`src/rtl/mem_port_arbiter.sv`:
```
// Two-into-one memory bus arbiter: instruction and data ports share one memory master port,
// with a routing FIFO that steers in-order responses back to the port that issued the request.
module mem_port_arbiter #(
    parameter int C_OUTSTANDING_X = 2,
    parameter bit C_DATA_PRIORITY = 1'b0
) (
    input  logic        clk_i,
    input  logic        resetb_i,
    input  logic        clk_en_i,

    output logic        ireqready_o,
    input  logic        ireqvalid_i,
    input  logic [1:0]  ireqhpl_i,
    input  logic [31:0] ireqaddr_i,
    input  logic        irspready_i,
    output logic        irspvalid_o,
    output logic        irsprerr_o,
    output logic [31:0] irspdata_o,

    output logic        dreqready_o,
    input  logic        dreqvalid_i,
    input  logic [1:0]  dreqsize_i,
    input  logic        dreqdvalid_i,
    input  logic [1:0]  dreqhpl_i,
    input  logic [31:0] dreqaddr_i,
    input  logic [31:0] dreqdata_i,
    input  logic        drspready_i,
    output logic        drspvalid_o,
    output logic        drsprerr_o,
    output logic        drspwerr_o,
    output logic [31:0] drspdata_o,

    input  logic        mreqready_i,
    output logic        mreqvalid_o,
    output logic [1:0]  mreqsize_o,
    output logic        mreqdvalid_o,
    output logic [1:0]  mreqhpl_o,
    output logic [31:0] mreqaddr_o,
    output logic [31:0] mreqdata_o,
    output logic        mrspready_o,
    input  logic        mrspvalid_i,
    input  logic        mrsprerr_i,
    input  logic        mrspwerr_i,
    input  logic [31:0] mrspdata_i
);

    // Handshake: a beat moves on a rising clk_i edge when valid & ready & clk_en_i are all 1;
    // a presented request is held stable by the requester until it is accepted.

    localparam int L_DEPTH = 1 << C_OUTSTANDING_X;
    localparam int L_PW    = C_OUTSTANDING_X + 1;
    localparam logic [L_PW-1:0] L_FULL_DIFF = {1'b1, {C_OUTSTANDING_X{1'b0}}};

    // Port IDs stored in the routing FIFO: 0 = instruction, 1 = data.
    logic [L_DEPTH-1:0] r_fifo;
    logic [L_PW-1:0]    r_wptr;
    logic [L_PW-1:0]    r_rptr;
    logic               r_lock;
    logic               r_lock_d;
    logic               r_last_d;

    logic               w_gnt_d;
    logic               w_gnt_valid;
    logic               w_full;
    logic               w_empty;
    logic               w_push;
    logic               w_pop;
    logic               w_head_d;

    // Full/empty come from registered pointers only, so a same-cycle pop cannot admit a push.
    assign w_full   = ((r_wptr ^ r_rptr) == L_FULL_DIFF);
    assign w_empty  = (r_wptr == r_rptr);
    assign w_head_d = r_fifo[r_rptr[C_OUTSTANDING_X-1:0]];

    always_comb begin
        w_gnt_d = 1'b0;
        if (r_lock) begin
            w_gnt_d = r_lock_d;
        end else if (ireqvalid_i && dreqvalid_i) begin
            w_gnt_d = C_DATA_PRIORITY ? 1'b1 : ~r_last_d;
        end else begin
            w_gnt_d = dreqvalid_i;
        end
    end

    assign w_gnt_valid = w_gnt_d ? dreqvalid_i : ireqvalid_i;

    assign mreqvalid_o  = w_gnt_valid & ~w_full;
    assign mreqaddr_o   = w_gnt_d ? dreqaddr_i : ireqaddr_i;
    assign mreqhpl_o    = w_gnt_d ? dreqhpl_i : ireqhpl_i;
    assign mreqsize_o   = w_gnt_d ? dreqsize_i : 2'b10;
    assign mreqdvalid_o = w_gnt_d & dreqdvalid_i;
    assign mreqdata_o   = w_gnt_d ? dreqdata_i : 32'h0;

    assign ireqready_o = ~w_gnt_d & mreqready_i & ~w_full & clk_en_i;
    assign dreqready_o =  w_gnt_d & mreqready_i & ~w_full & clk_en_i;

    assign w_push = mreqvalid_o & mreqready_i & clk_en_i;

    assign irspvalid_o = ~w_empty & ~w_head_d & mrspvalid_i;
    assign drspvalid_o = ~w_empty &  w_head_d & mrspvalid_i;
    assign mrspready_o = ~w_empty & (w_head_d ? drspready_i : irspready_i) & clk_en_i;

    assign irsprerr_o = mrsprerr_i;
    assign irspdata_o = mrspdata_i;
    assign drsprerr_o = mrsprerr_i;
    assign drspwerr_o = mrspwerr_i;
    assign drspdata_o = mrspdata_i;

    assign w_pop = mrspvalid_i & mrspready_o;

    // last_grant resets to I so the data port wins the first conflict.
    always_ff @(posedge clk_i or negedge resetb_i) begin
        if (!resetb_i) begin
            r_fifo   <= '0;
            r_wptr   <= '0;
            r_rptr   <= '0;
            r_lock   <= 1'b0;
            r_lock_d <= 1'b0;
            r_last_d <= 1'b0;
        end else if (clk_en_i) begin
            if (w_push) begin
                r_fifo[r_wptr[C_OUTSTANDING_X-1:0]] <= w_gnt_d;
                r_wptr   <= r_wptr + L_PW'(1);
                r_last_d <= w_gnt_d;
                r_lock   <= 1'b0;
            end else if (mreqvalid_o && !mreqready_i) begin
                r_lock   <= 1'b1;
                r_lock_d <= w_gnt_d;
            end
            if (w_pop) begin
                r_rptr <= r_rptr + L_PW'(1);
            end
        end
    end

endmodule

```
`config.mk`:
```
export PLATFORM = sky130hd
export DESIGN_NAME = mem_port_arbiter
export DESIGN_NICKNAME = d
export VERILOG_FILES = /design/src/rtl/mem_port_arbiter.sv
export SDC_FILE = /design/constraint.sdc
export NUM_CORES = 1
export LEC_CHECK = 0
export CORE_AREA = 2 2 111 113
export CTS_CLUSTER_SIZE = 25
export DETAILED_ROUTE_END_ITERATION = 10
export DIE_AREA = 0 0 113 115
export GPL_TIMING_DRIVEN = 0
export PLACE_DENSITY = 0.62
export SETUP_SLACK_MARGIN = 0.2
export SLEW_MARGIN = 30
export SYNTH_ARGS = -nofsm -noshare
export SYNTH_HDL_FRONTEND = slang
export SYNTH_SLANG_ARGS = --single-unit
```
`constraint.sdc`:
```
create_clock -name clk_i -period 2.33 [get_ports clk_i]
set_input_delay 0.3495 -clock clk_i [delete_from_list [all_inputs] [get_ports clk_i]]
set_output_delay 0.3495 -clock clk_i [all_outputs]
set_load 0.02 [all_outputs]
```
==> qor_table.md, run 1 <==
| Metric | This run |
|---|---|
| Unique cell type count in the Yosys netlist | 28 |
| Tot GR Track Use | 11.81% |
| Share of the yosys chip area belonging to registers | 16.76% |
| Sequential Power Share | 12.3% |
| Synthesis-stage register bit count | 13 |
| Final-report hold violation count | 0 |
| Pwr Total | 0.003944 W |
| Placed Area | 4657 sq um |
| Simple-gate area share of the yosys netlist | 16.25% |
| Largest family of logic cells by synthesized area | buffers and inverters |
| Arithmetic-cell share of the synthesized area counting full adders, half adders and majority gates | 3.224% |
| Max Cap Viol | 0 |
| Kind of critical path | reg -> out |
| Setup TNS Final | 0 ps |
| Depth of the CTS H-tree | 1 |
| Async SR Flop Fraction | 100.0% |
| Worst-Skew Late Latency | 240 ps |
| Detailed placer's ending HPWL | 7.546 mm |
| Number of standard-cell rows in the floorplan | 40 |
| RSZ-0062 raised after global routing | true |
| Average detailed-routed wire length per instance | 13.75 um |
| Run status | complete, but fails checks |
| Total inserted antenna cells | 0 |
| Power per cell area | 841.5 nW/um^2 |
| Average cell area after synthesis | 9.068 sq um |
| Power share of the combinational group | 79.5% |
| Starting density of the core | 16.43% |
| First-iteration detailed-routing DRC count | 64 |
| Antenna violations before repair | 0 |
| Biggest fanout along the worst timing path | 4 |
| Largest cells by area after synthesis | buf_4 26%, mux2_2 24%, dfrtp_1 17% |
| Compound-gate portion of the synthesized area | 4.642% |
| Deepest clock path buffer count | 2 |
| Post-synthesis cell type with the largest combined area | buf_4 |
| Leakage power figure | 2.109 nW |
| Overall routed net length | 8.624 mm |
| Synthesized cell area | 1941 sq um |
| Area share of the largest cell type after synthesis | 25.92% |
| CTS Sinks | 13 |
| Switching part of the total power | 45.73% |
| Peak supply drop | 0.3461 mV |
| Number of enable flip-flop cells after synthesis | 0 |
| Final critical-path required period | 2111 ps |
| Non-Filler Cell Area, Final | 4687 sq um |
| Final setup vio count | 0 |
| Via count of the first global-routing pass | 2,318 |
| Max-slew headroom | 59.65% |
| Drt first pass iters | 6 |
| Violated checks | design-rule violations |
| Switching power | 0.001804 W |
| Core utilization of the finished layout | 39.68% |
| Post-synth net total | 365 |
| Clock tree from TritonCTS | done |
| Net count of the finished layout | 632 |
| Remaining global-route overflow | 0 |
| TritonCTS buffer count | 3 |
| Required time worst endpoint | 1980 ps |
| Number of nets still failing antenna checks after routing | 0 |
| Clk pwr share | 8.2% |
| Placed insts | 614 |
| Die height | 115 um |
| Critical Path End Type | primary output |
| Share of post-route cells with drive strength above 1 | 44.79% |
| Weighted congestion reported at the end of routability-driven placement | 0.7590 |
| Post-route clock period utilization | 90.61% |
| Top-count cell post-synth | buf_4 |
| Maximum number of pins on one net before global-route repair | 14 |
| Post-synthesis share of cell area spent on xor and xnor gates | 3.611% |
| Die width | 113 um |
| Area overhead of the layout relative to synthesis | 141.5% |
| Arrival time at the worst endpoint | 1760 ps |
| Min-Delay Path Class | in -> async |
| Yosys Warn Count | 0 |
| Total Die Area | 13,000 sq um |
| Leading register cell type out of synthesis | dfrtp_1 |
| Fraction of synthesized area in multiplexers | 26.24% |
| Startpoint class of the critical path | register |
| Count of boundary I/O pins | 288 |
| Synthesized netlist cell count | 214 |
| Via count | 2,381 |
| Root Buffer Master | clkbuf_16 |
| Ratio of routed vias to standard cells | 3.797 |
| Clock slew seen by the registers of the worst setup and hold paths | 50 ps |
| Non-Filler Instances | 627 |
| Cell Int Power | 0.002140 W |
| Max-slew violation count | 0 |
| Post-Route Skew | 4.353 ps |
| Area of the core region | 11,810 sq um |
| Count of buffers inserted at the top-level ports | 253 |
| Fmax | 473.7 MHz |
| Leading cell types by count after synthesis | 67 x buf_4, 41 x mux2_2, 34 x and2_1, 13 x dfrtp_1 |
| Transition time at the pin with the least slew margin | 603.3 ps |
| Global-route wire length before repair | 12.36 mm |
| Total DRC errors in the routed layout | 20 |
## cell families after synthesis
group                      after synthesis
and+or+nand+nor                         52
DFF                                     13
buffers and inverters                   83
muxes                                   44
AOI/OAI and AO/OA                        9
adders and majority gates                5
xor gates and xnor gates                 8
## power by group through the flow
stage / logic [W] / registers, W / clock network [W]
global route: 0.00336 / 0.000506 / 0.000345
floorplan: 0.00179 / 0.000418 / 0
global placement: 0.00311 / 0.000443 / 0
finish: 0.00314 / 0.000484 / 0.000324
detailed placement: 0.00313 / 0.000450 / 0
CTS: 0.00308 / 0.000487 / 0.000335
## layout make-up
cell class,count,area [sq um]
repair buffers,262,2335
fillers,1193,7124
clock buffers,3,75.07
well taps,147,183.9
multi-input cells,118,1135
flip-flops and latches,13,327.8
inverters,8,30.03
clock inverters,1,5.005
plain buffers,75,595.6
## layer usage
layer / routed length, um / global-route usage, % / share of wire (%)
met5: 0 / 0 / 0
met3: 856 / 2.847 / 9.9
met2: 4777 / 24.03 / 55
met4: 8 / 1.707 / 0.093
met1: 2982 / 12.45 / 35
## through the flow
step | hold slack [ps] | setup slack [ps]
6_report | 490.6 | 218.8
4_1_cts | 515.7 | 172.0
5_1_grt | 527.9 | 125.1
3_5_place_dp | 498.7 | -704.5
2_1_floorplan | 53.91 | 504.5
3_3_place_gp | 492.1 | -670.5
## layout by cell type, fill, tap and decap left out, types with 2 or more instances in the layout
| cell | netlist | final |
|---|---|---|
| ha_1 | 5 | 5 |
| nor2_1 | 8 | 8 |
| clkdlybuf4s15_2 | 0 | 9 |
| xor2_4 | 0 | 2 |
| xor2_1 | 6 | 4 |
| buf_6 | 0 | 7 |
| dfrtp_1 | 13 | 11 |
| clkbuf_2 | 0 | 7 |
| buf_4 | 67 | 79 |
| clkbuf_16 | 0 | 4 |
| buf_2 | 4 | 48 |
| mux2_2 | 41 | 41 |
| inv_1 | 8 | 8 |
| nor3_1 | 5 | 5 |
| clkdlybuf4s50_1 | 0 | 176 |
| dfrtp_2 | 0 | 2 |
| dlygate4sd2_1 | 0 | 6 |
| xnor2_1 | 2 | 2 |
| clkbuf_4 | 0 | 3 |
| and2_1 | 34 | 34 |
## final timing paths
path	startpoint	endpoint	slack (ps)	cells after the start
max reg2reg	r_rptr[0]	r_rptr[1]	300	6
min reg2reg	r_fifo[0]	r_fifo[0]	510	1
max in group asynchronous	resetb_i	r_rptr[0]	1410	1
min in group clk_i	r_fifo[0]	r_fifo[0]	510	1
max	r_rptr[0]	mrspready_o	220	5
min	resetb_i	r_fifo[3]	490	1
## registers in the layout, summed over array words and instances (netlist names)
register and cells:
r_lock_d 1, r_lock 1, r_wptr 3, r_fifo 4, r_last_d 1, r_rptr 3
## what timing repair did
item,CTS,global route
pin swaps,1,1
setup endpoints to repair,75,71
setup buffers,6,3
hold buffers,0,0
resized for setup,291,28
## critical path, stage by stage (launching register included)
cell	delay (ps)
dfrtp_2	420
mux4_2	530
buf_4	160
mux2i_2	140
nor2_1	100
buf_2	170
(Power assumes the default switching activity.)
==> inputs of run 2 (changes only) <==
--- a/config.mk
+++ b/config.mk
@@ -11,7 +11,6 @@
 export DIE_AREA = 0 0 113 115
 export GPL_TIMING_DRIVEN = 0
 export PLACE_DENSITY = 0.62
-export SETUP_SLACK_MARGIN = 0.2
 export SLEW_MARGIN = 30
 export SYNTH_ARGS = -nofsm -noshare
 export SYNTH_HDL_FRONTEND = slang
==> constraint.sdc (replaced) <==
create_clock -name clk_i -period 2.33 [get_ports clk_i]
set_input_delay 0.699 -clock clk_i [delete_from_list [all_inputs] [get_ports clk_i]]
set_output_delay 0.699 -clock clk_i [all_outputs]
set_load 0.02 [all_outputs]
==> run 2 against run 1 <==
  * The flow finishes with violations (design-rule violations, negative setup slack)
  * Critical path depth up 3
  * Sequential cell count unchanged
  * Global-route usage up 1.7 points
  * Clock skew about the same
  * Die area unchanged
  * Setup slack worse by 560 ps
  * Worst hold slack better by 14 ps
  * Utilization up 7.2 points
  * Sequential power about the same
  * Highest routed layer unchanged
==> qor_table.md, run 2 (synthesis gave the netlist of run 1 again) <==
| Metric | This run | vs previous |
|---|---|---|
| Run status | complete, but fails checks |  |
| Violated checks | design-rule violations, negative setup slack |  |
| Via count of the first global-routing pass | 2,683 | +16% |
| Post-route clock period utilization | 114.7% | +24 points |
| Required time worst endpoint | 1630 ps | -350 ps |
| Total Die Area | 13,000 sq um | unchanged |
| Clock slew seen by the registers of the worst setup and hold paths | 40 ps | about the same |
| Kind of critical path | in -> out |  |
| Net count of the finished layout | 650 | +2.8% |
| Maximum number of pins on one net before global-route repair | 14 | unchanged |
| Overall routed net length | 9.475 mm | +9.9% |
| Critical-path top delay cell | mux2_4 |  |
| Final critical-path required period | 2672 ps | +561.2 ps |
| Most frequent cells in the layout | 174 x clkdlybuf4s50_1, 83 x buf_6, 80 x buf_4 |  |
| Detailed placer's ending HPWL | 7.804 mm | +3.4% |
| Deepest clock path buffer count | 2 | unchanged |
| Total inserted antenna cells | 0 | unchanged |
| Placed Area | 4797 sq um | +3.0% |
| Total DRC errors in the routed layout | 20 | unchanged |
| Placed insts | 614 | unchanged |
| Startpoint class of the critical path | primary input |  |
| Final setup vio count | 71 | +71 |
| Number of filler instances in the final layout | 1,098 | -8.0% |
| Weighted congestion reported at the end of routability-driven placement | 0.8257 | +8.8% |
| CP Cell Sequence | buf_8, a211oi_4, a21oi_4, buf_12, buf_8, buf_12, mux2_4, buf_6 |  |
| Count of buffers inserted at the top-level ports | 253 | unchanged |
| Arrival time at the worst endpoint | 1970 ps | +210 ps |
| Depth of the CTS H-tree | 1 | unchanged |
| Register bank with the most flops | r_fifo |  |
| Number of standard-cell rows in the floorplan | 40 | unchanged |
| Min-Delay Path Class | reg -> reg |  |
| Ratio of routed vias to standard cells | 3.902 | +2.8% |
| Global Route met2 Usage | 27.62% | +3.6 points |
| Area of the core region | 11,810 sq um | unchanged |
| Area overhead of the layout relative to synthesis | 185.2% |  |
| Most common library cell in the layout ignoring fill and taps | clkdlybuf4s50_1 |  |
| Clock tree from TritonCTS | done |  |
| CP max stage delay | 300 ps | -230 ps |
| Average detailed-routed wire length per instance | 14.69 um | +6.8% |
| Max Cap Viol | 0 | unchanged |
| Starting density of the core | 16.43% | unchanged |
| Share of post-route cells with drive strength above 1 | 55.62% | +11 points |
| Max-slew headroom | 61.30% | +1.6 points |
| Fmax | 374.2 MHz | -21% |
| Power per cell area | 961.2 nW/um^2 | +14% |
| Biggest fanout along the worst timing path | 5 | +1 |
| Die height | 115 um | unchanged |
| RSZ-0062 raised after global routing | true |  |
| Regs by FF count | r_fifo: 4 flops, r_rptr: 3 flops, r_wptr: 3 flops |  |
| First-iteration detailed-routing DRC count | 43 | -33% |
| Global-route wire length before repair | 14.10 mm | +14% |
| Final critical-path setup slack | -342.4 ps | -561.2 ps |
| Post-Route Skew | 4.737 ps | +0.3837 ps |
| Tot GR Track Use | 13.53% | +1.7 points |
| Met3 usage | 3.374% | +0.53 points |
| Count of boundary I/O pins | 288 | unchanged |
| Highest-utilization routing layer at the global route stage | met2 |  |
| Via count | 2,517 | +5.7% |
| Critical Path End Type | primary output |  |
| Peak supply drop | 0.7076 mV | +100% |
| Routing usage on met1 | 14.01% | +1.6 points |
| Final-report hold violation count | 0 | unchanged |
| Max-slew violation count | 0 | unchanged |
| Leakage power figure | 2.561 nW | +21% |
| Worst-Skew Late Latency | 240 ps | about the same |
| Non-Filler Instances | 645 | +2.9% |
| Drt first pass iters | 7 | +1 |
| Remaining global-route overflow | 0 | unchanged |
| Number of nets still failing antenna checks after routing | 0 | unchanged |
| Die width | 113 um | unchanged |
| Non-Filler Cell Area, Final | 5535 sq um | +18% |
| TritonCTS buffer count | 3 | unchanged |
| Number of flip-flops in the largest register | 4 | unchanged |
| Transition time at the pin with the least slew margin | 578.7 ps | -24.65 ps |
| Antenna violations before repair | 0 | unchanged |
| Root Buffer Master | clkbuf_16 |  |
| CTS Sinks | 13 | unchanged |
[run 2: changes by cell type in the layout (fill, tap and decap cells not counted), moves of 7 or more]
| cell | delta |
|---|---|
| buf_8 | +9 |
| buf_6 | +76 |
| and2_1 | -34 |
| buf_2 | -46 |
| mux2_4 | +28 |
| clkdlybuf4s15_2 | -9 |
| clkbuf_2 | -7 |
| mux2_2 | -29 |
| and2_4 | +34 |
[run 2: final timing paths]
path | from | to | slack (ps) | cells after the start
max | ireqvalid_i | mreqaddr_o[15] | -340 | 8
min reg2reg | r_fifo[1] | r_fifo[1] | 500 | 1
min | r_fifo[1] | r_fifo[1] | 500 | 1
max reg2reg | r_rptr[1] | r_last_d | 190 | 7
min in group asynchronous | resetb_i | r_rptr[2] | 830 | 1
max in group asynchronous | resetb_i | r_rptr[0] | 1090 | 1
[run 2: cell type report]
type,count,area (sq um),share of cell area [%]
well taps,147,183.9,3.323
repair buffers,282,2943,53.16
inverters,8,32.53,0.5877
plain buffers,73,594.3,10.74
clock inverters,1,5.005,0.09042
clock buffers,3,75.07,1.356
flip-flops and latches,13,327.8,5.922
multi-input cells,118,1374,24.82
[run 2: layer usage]
metal  vias up  share of wire, %  wire length, um
li1       1208                 -                -
met1      1133                33             3116
met2       169                55             5257
met3         7                11             1036
met4         0              0.69               65
met5         -                 0                0
[run 2: critical path, delay by kind of cell]
kind,cells,cell delay [ps]
multiplexers,1,300
buffers and inverters,5,620
AO/OA/AOI/OAI,2,340
[run 2: where the power goes]
part           total [W]  internal (W)  switching (W)
Clock           0.000321      0.000228      0.0000928
Combinational    0.00452       0.00260        0.00192
Sequential      0.000483      0.000339       0.000144
Total            0.00532       0.00317        0.00215
[run 2: stage by stage]
stage	TNS (ps)	setup slack, ps	total power [W]	util [%]	hold slack [ps]
2_1_floorplan	0	10.52	0.002420	-	403.4
3_3_place_gp	-82230	-1173	0.003776	40.61	493.1
3_5_place_dp	-84090	-1232	0.003796	40.61	496.5
4_1_cts	-18730	-345.8	0.005306	46.66	507.4
5_1_grt	-20570	-387.7	0.005629	46.86	517.6
6_report	-16310	-342.4	0.005320	46.86	504.2
[run 2: repair_timing]
action                                 CTS  global route
pin swaps                               22            13
hold buffers                             0             0
setup endpoints to repair               76            74
buffers inserted                        22             4
cloned                                   6             0
endpoints found under the hold margin    0             0
resized for setup                      530            26
==> inputs of run 3 (changes only) <==
==> constraint.sdc (replaced) <==
create_clock -name clk_i -period 2.5 [get_ports clk_i]
set_input_delay 0.75 -clock clk_i [delete_from_list [all_inputs] [get_ports clk_i]]
set_output_delay 0.75 -clock clk_i [all_outputs]
set_load 0.02 [all_outputs]
==> run 3 against run 2 <==
  * The flow still finishes with violations (design-rule violations, negative setup slack)
  * Count of clock-buffer cells in the layout stayed put
  * Clock skew about the same
  * Routed wire length is 7.5% lower
  * Utilization shrank 4.6 points
  * Sequential share of layout area grew 0.62 points
  * Total power down 23%
  * Critical endpoint is now mreqaddr_o[11]
  * Largest cell class unchanged
  * Highest routed layer unchanged
==> qor_table.md, run 3 (synthesis gave the netlist of run 1 again) <==
| Metric | This run | vs previous |
|---|---|---|
| Post-route clock period utilization | 106.3% |  |
| CP bufs+invs | 5 | unchanged |
| Most common library cell in the layout ignoring fill and taps | clkdlybuf4s50_1 |  |
| Weighted congestion reported at the end of routability-driven placement | 0.7590 | -8.1% |
| Non-Filler Instances | 633 | -1.9% |
| Kind of critical path | in -> out |  |
| Placed insts | 614 | unchanged |
| RSZ-0062 raised after global routing | true |  |
| Net count of the finished layout | 638 | -1.8% |
| Cell Int Power | 0.002370 W | -25% |
| Number of standard-cell rows in the floorplan | 40 | unchanged |
| Tot GR Track Use | 12.08% | -1.4 points |
| Register bank with the most flops | r_fifo |  |
| Highest routing layer actually used | met4 |  |
| Run status | complete, but fails checks |  |
| Most frequent cells in the layout | 174 x clkdlybuf4s50_1, 84 x buf_4, 47 x buf_6 |  |
| Peak supply drop | 0.3272 mV | -54% |
| Total Die Area | 13,000 sq um | unchanged |
| Global-route wire length before repair | 12.63 mm | -10% |
| Startpoint class of the critical path | primary input |  |
| Root Buffer Master | clkbuf_16 |  |
| Deepest clock path buffer count | 2 | unchanged |
| Share of post-route cells with drive strength above 1 | 47.33% | -8.3 points |
| Sequential Power Share | 10.5% | +1.4 points |
| Worst-Skew Late Latency | 240 ps | about the same |
| Area of the core region | 11,810 sq um | unchanged |
| Transition time at the pin with the least slew margin | 609.8 ps | +31.10 ps |
| CP max stage delay | 300 ps | about the same |
| Routed wire length on met2 | 4.905 mm | -6.7% |
| Max-slew violation count | 0 | unchanged |
| Max Cap Viol | 0 | unchanged |
| Placed Area | 4657 sq um | -2.9% |
| Via count of the first global-routing pass | 2,349 | -12% |
| CP Cell Sequence | buf_8, inv_4, a211oi_4, a21oi_4, buf_8, buf_16, mux2_4, buf_6 |  |
| Routed met1 length | 2.982 mm | -4.3% |
| Switching power | 0.001746 W | -19% |
| Total DRC errors in the routed layout | 20 | unchanged |
| TritonCTS buffer count | 3 | unchanged |
| CTS Sinks | 13 | unchanged |
| Met3 wirelength from detailed routing | 842 um | -19% |
| Worst Hold End | r_fifo[0] |  |
| Overall routed net length | 8.767 mm | -7.5% |
| Number of flip-flops in the largest register | 4 | unchanged |
| Arrival time at the worst endpoint | 1910 ps | -60 ps |
| Post-Route Skew | 4.983 ps | +0.2459 ps |
| Critical-path top delay cell | mux2_4 |  |
| Violated checks | design-rule violations, negative setup slack |  |
| Max-slew headroom | 59.22% | -2.1 points |
| Core utilization of the finished layout | 42.25% | -4.6 points |
| Ratio of routed vias to standard cells | 3.828 | -1.9% |
| First-iteration detailed-routing DRC count | 60 | +40% |
| Detailed placer's ending HPWL | 7.546 mm | -3.3% |
| Source of the worst hold timing path | r_fifo[0] |  |
| Min-Delay Path Class | reg -> reg |  |
| Setup slack on the worst flop-to-flop path | 510 ps | +320 ps |
| Power share of the combinational group | 82.1% | -2.8 points |
| R2r worst-path depth | 5 | -2 |
| Biggest fanout along the worst timing path | 5 | unchanged |
| Required time worst endpoint | 1750 ps | +120 ps |
| Via count | 2,423 | -3.7% |
| Reg area | 326.6 sq um | -0.38% |
| Clk pwr share | 7.4% | +1.4 points |
| Leakage power figure | 2.278 nW | -11% |
| Final critical-path required period | 2658 ps |  |
| Clock slew seen by the registers of the worst setup and hold paths | 40 ps | about the same |
| Average detailed-routed wire length per instance | 13.85 um | -5.7% |
| Number of nets still failing antenna checks after routing | 0 | unchanged |
| Endpoint of the most critical register-to-register path | r_rptr[1] |  |
| Fmax | 376.2 MHz |  |
| Depth of the CTS H-tree | 1 | unchanged |
| Final setup vio count | 69 | -2.8% |
| Starting density of the core | 16.43% | unchanged |
| Launch point of the worst reg-to-reg path | r_rptr[0] |  |
| Power per cell area | 824.9 nW/um^2 | -14% |
| Maximum number of pins on one net before global-route repair | 14 | unchanged |
| Final-report hold violation count | 0 | unchanged |
| Pwr Total | 0.004116 W | -23% |
| Count of boundary I/O pins | 288 | unchanged |
| Kind of cell with the highest combined delay on the critical path | buffers and inverters |  |
| Critical Path End Type | primary output |  |
| Switching part of the total power | 42.43% | +1.9 points |
| Number of filler instances in the final layout | 1,161 | +5.7% |
| Drt first pass iters | 7 | unchanged |
| Regs by FF count | r_fifo: 4 flops, r_rptr: 3 flops, r_wptr: 3 flops |  |
| Count of buffers inserted at the top-level ports | 253 | unchanged |
| Area occupied by multi-input gates | 1125 sq um | -18% |
| Cell depth of the worst min-delay path | 1 | unchanged |
| Clock tree from TritonCTS | done |  |
| Final critical-path setup slack | -158.1 ps | +184.3 ps |
| Remaining global-route overflow | 0 | unchanged |
| Non-Filler Cell Area, Final | 4990 sq um | -9.9% |
| Worst slack at placement | -1336 ps | -103.6 ps |
| Area overhead of the layout relative to synthesis | 157.1% |  |
| Die width | 113 um | unchanged |
| Antenna violations before repair | 0 | unchanged |
| Die height | 115 um | unchanged |
| Total inserted antenna cells | 0 | unchanged |
| Crit-path most repeated cell | buf_8 |  |
==> run 3: worst max-delay path by stage <==
stage / cells past startpoint / endpoint / startpoint
final: 8 / mreqaddr_o[11] / dreqvalid_i
after global routing: 8 / mreqdata_o[25] / dreqvalid_i
after CTS: 8 / mreqaddr_o[14] / dreqvalid_i
after detailed placement: 7 / mreqdata_o[23] / dreqvalid_i
after global placement: 6 / mreqaddr_o[25] / ireqvalid_i
after floorplan: 5 / mreqaddr_o[10] / dreqvalid_i
==> run 3: worst reg2reg max path, delay by kind of cell (launching register included) <==
kind	cells	cell delay, ps
DFF	1	410
and+or+nand+nor	1	240
muxes	3	1080
buffers and inverters	1	140
==> run 3: power by group through the flow <==
stage / Sequential, W / Combinational [W] / Clock, W
floorplan: 0.000390 / 0.00167 / 0
global placement: 0.000413 / 0.00290 / 0
detailed placement: 0.000419 / 0.00292 / 0
CTS: 0.000425 / 0.00338 / 0.000312
global route: 0.000451 / 0.00359 / 0.000322
finish: 0.000433 / 0.00338 / 0.000304
==> run 3: metrics by stage <==
step                hold slack (ps)  setup TNS (ps)
floorplan                     454.4          -311.9
global placement              492.1          -85480
detailed placement            498.7          -88170
CTS                           515.7           -6449
global route                  528.1          -11650
finish                        511.0           -6571
==> run 3: layer usage <==
layer	track usage [%]	up-vias
met5	0	-
met4	1.707	0
met3	2.530	5
met2	24.91	148
met1	12.70	1092
li1	-	1178
==> run 3: timing repair <==
| item | CTS | global route |
|---|---|---|
| resized for setup | 441 | 7 |
| setup buffers | 10 | 3 |
| pin swaps | 2 | 0 |
| setup endpoints to repair | 75 | 75 |
| cloned | 3 | 0 |
| hold buffers | 0 | 0 |
==> run 3: cell type report <==
class                      instances  share of cell area, %
inverter                           8                 0.6520
clock buffer                       3                  1.505
sequential                        13                  6.545
tap                              147                  3.686
multi-input combinational        118                  22.54
clock inverter                     1                 0.1003
buffer                            75                  12.34
timing repair buffer             268                  52.63
